[src/rtl/phase_sequencer.sv]
// Traffic signal phase sequencer: ALL_RED -> GREEN -> YELLOW cycle with actuated gap/max-out, pedestrian walk and flash mode.
// All timing is in prescaler ticks; the prescaler restarts on every state change so each state lasts whole ticks.
module phase_sequencer #(
  parameter int N_PH      = 4,
  parameter int TICK_DIV  = 10000,
  parameter int MIN_GREEN = 5,
  parameter int MAX_GREEN = 30,
  parameter int EXT       = 2,
  parameter int YELLOW    = 3,
  parameter int ALL_RED   = 1,
  parameter int TW        = 16
) (
  input  logic                      clk,
  input  logic                      clock_reset,
  input  logic                      en,
  input  logic                      flash_req,
  input  logic [N_PH-1:0]           demand,
  input  logic [N_PH-1:0]           ped_req,
  output logic [2*N_PH-1:0]         light,
  output logic [N_PH-1:0]           ped_walk,
  output logic [$clog2(N_PH)-1:0]   active_phase,
  output logic                      phase_done
);

  localparam int AW = $clog2(N_PH);
  localparam logic [TW-1:0] PRESC_LAST = TW'(TICK_DIV - 1);

  typedef enum logic [1:0] {ST_ALL_RED, ST_GREEN, ST_YELLOW, ST_FLASH} state_t;

  state_t          state_q, state_d;
  logic [AW-1:0]   active_q, active_d, next_ph, srch_idx;
  logic [TW-1:0]   presc_q, presc_d, tmr_q, tmr_d, gap_q, gap_d, gap_nx;
  logic [N_PH-1:0] req_q, req_d, pedreq_q, pedreq_d, act_mask;
  logic            walk_q, walk_d, dark_q, dark_d, force0_q, force0_d;
  logic            tick, other_req, gap_out, max_out, green_exit, trans;

  assign tick = en && (presc_q == PRESC_LAST);

  always_comb begin
    act_mask = '0;
    for (int i = 0; i < N_PH; i++) begin
      if (AW'(i) == active_q) act_mask[i] = 1'b1;
    end
  end

  assign other_req = |(req_q & ~act_mask);

  // Gap and green timers are judged on their post-tick values so exits land on tick boundaries.
  assign gap_nx  = demand[active_q] ? '0 :
                   ((tick && gap_q < TW'(EXT)) ? gap_q + TW'(1) : gap_q);
  assign gap_out = tick && other_req && (tmr_q >= TW'(MIN_GREEN - 1)) && (gap_nx == TW'(EXT));
  assign max_out = tick && other_req && (tmr_q >= TW'(MAX_GREEN - 1));
  assign green_exit = !clock_reset && en && (state_q == ST_GREEN) &&
                      (flash_req || gap_out || max_out);

  // Cyclic search from active+1; descending loop lets the nearest requester win.
  always_comb begin
    next_ph  = active_q;
    srch_idx = '0;
    for (int k = N_PH; k >= 1; k--) begin
      srch_idx = AW'((int'(active_q) + k) % N_PH);
      if (req_q[srch_idx]) next_ph = srch_idx;
    end
  end

  always_ff @(posedge clk) begin
    if (clock_reset) begin
      state_q  <= ST_ALL_RED;
      active_q <= '0;
      presc_q  <= '0;
      tmr_q    <= '0;
      gap_q    <= '0;
      req_q    <= '0;
      pedreq_q <= '0;
      walk_q   <= 1'b0;
      dark_q   <= 1'b0;
      force0_q <= 1'b0;
    end else begin
      state_q  <= state_d;
      active_q <= active_d;
      presc_q  <= presc_d;
      tmr_q    <= tmr_d;
      gap_q    <= gap_d;
      req_q    <= req_d;
      pedreq_q <= pedreq_d;
      walk_q   <= walk_d;
      dark_q   <= dark_d;
      force0_q <= force0_d;
    end
  end

  always_comb begin
    state_d  = state_q;
    active_d = active_q;
    presc_d  = en ? ((presc_q == PRESC_LAST) ? '0 : presc_q + TW'(1)) : presc_q;
    tmr_d    = (tick && tmr_q != '1) ? tmr_q + TW'(1) : tmr_q;
    gap_d    = gap_q;
    req_d    = req_q | demand | ped_req;
    pedreq_d = pedreq_q | ped_req;
    walk_d   = walk_q;
    dark_d   = dark_q;
    force0_d = force0_q;
    trans    = 1'b0;
    case (state_q)
      ST_ALL_RED: begin
        if (tick && tmr_q == TW'(ALL_RED - 1)) begin
          trans = 1'b1;
          if (flash_req) begin
            state_d = ST_FLASH;
            dark_d  = 1'b0;
          end else begin
            state_d           = ST_GREEN;
            active_d          = force0_q ? '0 : next_ph;
            walk_d            = pedreq_q[active_d];
            req_d[active_d]   = 1'b0;
            pedreq_d[active_d] = 1'b0;
            force0_d          = 1'b0;
          end
        end
      end
      ST_GREEN: begin
        gap_d = en ? gap_nx : gap_q;
        if (green_exit) begin
          state_d = ST_YELLOW;
          trans   = 1'b1;
        end
      end
      ST_YELLOW: begin
        if (tick && tmr_q == TW'(YELLOW - 1)) begin
          state_d = ST_ALL_RED;
          trans   = 1'b1;
        end
      end
      ST_FLASH: begin
        if (tick) dark_d = ~dark_q;
        // Leaving flash always restarts the sequence at phase 0.
        if (en && !flash_req) begin
          state_d  = ST_ALL_RED;
          force0_d = 1'b1;
          trans    = 1'b1;
        end
      end
      default: state_d = ST_ALL_RED;
    endcase
    if (trans) begin
      presc_d = '0;
      tmr_d   = '0;
      gap_d   = '0;
    end
  end

  always_comb begin
    light      = '0;
    ped_walk   = '0;
    phase_done = green_exit;
    for (int i = 0; i < N_PH; i++) begin
      if (state_q == ST_FLASH) begin
        light[2*i +: 2] = dark_q ? 2'b11 : 2'b10;
      end else if (AW'(i) == active_q) begin
        if (state_q == ST_GREEN) begin
          light[2*i +: 2] = 2'b01;
          ped_walk[i]     = walk_q && (tmr_q < TW'(MIN_GREEN));
        end else if (state_q == ST_YELLOW) begin
          light[2*i +: 2] = 2'b10;
        end
      end
    end
  end

  assign active_phase = active_q;

endmodule

[config.mk]
export PLATFORM = sky130hd
export DESIGN_NAME = phase_sequencer
export DESIGN_NICKNAME = d
export VERILOG_FILES = /design/src/rtl/phase_sequencer.sv
export SDC_FILE = /design/constraint.sdc
export NUM_CORES = 1
export LEC_CHECK = 0
export CORE_ASPECT_RATIO = 1.25
export CORE_MARGIN = 2
export CORE_UTILIZATION = 50
export CTS_CLUSTER_DIAMETER = 100
export DETAILED_ROUTE_END_ITERATION = 16
export PLACE_DENSITY = 0.73
export SYNTH_ARGS = -nofsm -noshare
export SYNTH_HDL_FRONTEND = slang
export SYNTH_SLANG_ARGS = --single-unit
[constraint.sdc]
create_clock -name clk -period 3 [get_ports clk]
set_input_delay 0.75 -clock clk [delete_from_list [all_inputs] [get_ports clk]]
set_output_delay 0.75 -clock clk [all_outputs]
set_load 0.02 [all_outputs]
==> summary.md <==
| Metric | Value |
|---|---|
| # IOs | `27` |
| Sequential-to-total area share from yosys stat | `between 30% and 40%` |
| Post-Route WL | `between 7000 and 8000 um` |
| Worst skew pair latency | `~0.35 ns` |
| Final period utilization | `106.7%` |
| Vias in the first global route | `between 3000 and 4000` |
| Post-route ant nets | `0` |
| TritonCTS clock tree | `built` |
| First-pass GRT wire length | `~13000 um` |
| DIE AREA | `between 7000 and 8000 um^2` |
| Commonest cells after routing, fill and taps aside | `nor2_1 (65), dfxtp_1 (63), buf_4 (58)` |
| Setup Viol. Count Final | `1` |
| Hold WC Path Type | `flop to flop` |
| RSZ-0062 raised after global routing | `true` |
| WP data required | `2.25 ns` |
| Post-synth EDFFs | `0` |
| # rows | `32` |
| CTS H-tree depth | `3` |
| Syn_nets | `about 430` |
| I/O Buffers | `26` |
| Startpoint types | `flop` |
| WL/cell | `about 14 um` |
| Synth Flop Type | `dfxtp_1` |
| Final count of hold timing violations | `0` |
| Final net count | `approximately 500` |
| Max-Cap Viols | `0` |
| Fmax achieved | `0.3125 GHz` |
| Lkg Pwr | `roughly 0.0016 uW` |
| Post-DR vias/cell | `approximately 5.4` |
| Antenna fix cells | `0` |
| DRC errors left | `0` |
| CTS Sinks | `63` |
| PwrDens | `419.3 nW/um^2` |
| Number of antenna violations at the first check in global routing | `0` |
| Root buffer cell | `clkbuf_8` |
| Routability cong. | `approximately 0.88` |
| Max FO, Critical Path | `4` |
| Failing checks | `setup timing` |
| Ys async rst share | `0%` |
| Distinct cells, synth | `52` |
| Slew Viols, Final | `0` |
| Commonest non-fill, non-tap cell in the layout | `nor2_1` |
| Die H | `94.17 um` |
| Setup CP Type | `flop to output pin` |
| Dpl hpwl | `between 5000 and 6000 um` |
| 1st-pass router iterations | `5` |
| Clk buf depth | `2` |
| Initial DRC count | `173` |
| Worst setup slack after layout | `-0.2000 ns` |
| Placed instance area | `roughly 4000 um^2` |
| Share of layout cells above drive strength 1 | `19.06%` |
| Syn Inst Count | `403` |
| Worst EP arrival | `2.45 ns` |
| Area grow syn2layout | `32.05%` |
| Measured slew at the worst slew-check pin | `between 0.5 and 0.6 ns` |
| Die width | `roughly 76 um` |
| Clk slew on worst S/H paths | `0.07 ns` |
| All-layer global routing usage | `23.30%` |
| Min Tclk post-route | `between 3 and 4 ns` |
| Starting Density | `approximately 52%` |
| Syn avg cell area | `between 8 and 9 um^2` |
| Total gr overflow | `0` |
| Final instance area | `between 4000 and 5000 um^2` |
| Largest net degree at the start of global routing | `49` |
| Max-slew headroom | `between 60% and 70%` |
| Max Clock Skew | `0.009245 ns` |
| Maximum VDD drop | `about 0.4 mV` |
| CTS buffer count | `9` |
| Core area | `6246 um^2` |
| Status | `finished, violations left` |
| Total number of yosys warnings | `0` |
| Tot Pwr | `1801 uW` |
| Vias post-DR | `around 3100` |
| CP Capture Type | `output pin` |
| TNS Setup | `-0.2000 ns` |
| Synth Register Bits | `63` |
| Cell Area, Synth | `approximately 3300 um^2` |
## synth_stat cells, drive strengths merged (2+ instances only)
master | number | area share, %
nor4 | 13 | 2.5
mux2i | 4 | 1.2
nor3 | 27 | 4.5
nand3 | 11 | 1.7
nand3b | 5 | 1.2
nand2 | 40 | 4.6
a31oi | 2 | 0.38
nor2 | 65 | 7.5
and2 | 5 | 0.96
o21ai | 6 | 0.92
o22ai | 2 | 0.38
xnor2 | 17 | 4.6
nor2b | 9 | 1.7
xor2 | 9 | 2.4
nand4 | 15 | 2.9
nand2b | 8 | 1.5
dfxtp | 63 | 39
or4b | 2 | 0.62
or3 | 2 | 0.38
o21a | 5 | 1.2
a2111oi | 2 | 0.54
ha | 11 | 4.2
a211oi | 4 | 0.92
and4 | 2 | 0.54
inv | 15 | 1.7
and3 | 5 | 0.96
clkbuf | 7 | 0.81
buf | 8 | 1.3
a21oi | 17 | 2.6
or4 | 4 | 0.92
## through the flow
step / instances / util [%] / setup WS, ns / hold WS (ns)
floorplan: 403 / - / 0.07967 / 0.4093
global placement: 556 / 63.90 / -0.6415 / 0.4162
detailed placement: 556 / 63.90 / -0.6232 / 0.4197
CTS: 572 / 68.25 / -0.1912 / 0.4322
global route: 573 / 68.75 / -0.2737 / 0.4497
finish: 573 / 68.75 / -0.2000 / 0.4311
## routing by layer
| layer | vias up | part of all wire, % | global-route usage [%] |
|---|---|---|---|
| met4 | 0 | 1.5 | 9.697 |
| li1 | 1581 | - | - |
| met1 | 1438 | 43 | 26.57 |
| met3 | 16 | 4.5 | 4.327 |
| met5 | - | 0 | 0 |
| met2 | 73 | 51 | 42.86 |
## final cells by class
type                            instances  area [um^2]
Sequential cell                        63         1261
Timing Repair Buffer                   85        713.2
Fill cell                             508         1952
Clock buffer                           12        165.2
Clock inverter                          3        65.06
Inverter                               15        56.30
Multi-Input combinational cell        310         1927
Tap cell                               85        106.4
## path summary, 6_finish.rpt
path / from / slack [ns] / end / cells after the start
min reg2reg: gap_q[15] / 0.43 / gap_q[15] / 2
max: presc_q[4] / -0.20 / phase_done / 7
max reg2reg: presc_q[4] / 0.14 / presc_q[9] / 11
min: gap_q[15] / 0.43 / gap_q[15] / 2
## cells by family after synthesis
| group | share of synthesized area (%) |
|---|---|
| flip-flops | 38.78 |
| AND/OR/NAND/NOR | 33.86 |
| adder cells (fa/ha/maj) | 4.232 |
| XOR/XNOR | 7.003 |
| AO/OA/AOI/OAI | 10.04 |
| multiplexers | 2.270 |
| buffers and inverters | 3.809 |
## sequential cells by signal, indices dropped and copies added (netlist names)
signal	count
active_phase	2
dark_q	1
force0_q	1
gap_q	16
pedreq_q	4
presc_q	16
req_q	4
state_q	2
tmr_q	16
walk_q	1
## where the power goes
group	switching [uW]	internal, uW
Clock	324	530
Combinational	47.9	46.4
Sequential	6.29	846
## timing repair
item                       in CTS  in global routing
hold buffers                    0                  0
setup endpoints to repair       5                  5
buffers inserted                1                  1
cloned                          0                  0
pin swaps                       4                  2
gates resized for setup        20                  6
## worst max-delay path: stages, from the launching register on
cell       delay, ns
dfxtp_1         0.32
or4_4           0.54
or4_4           0.54
buf_4           0.17
nor3_2          0.12
o2111ai_2       0.16
nand2_2         0.13
buf_6           0.12
Power figures use the tool's default switching activity.
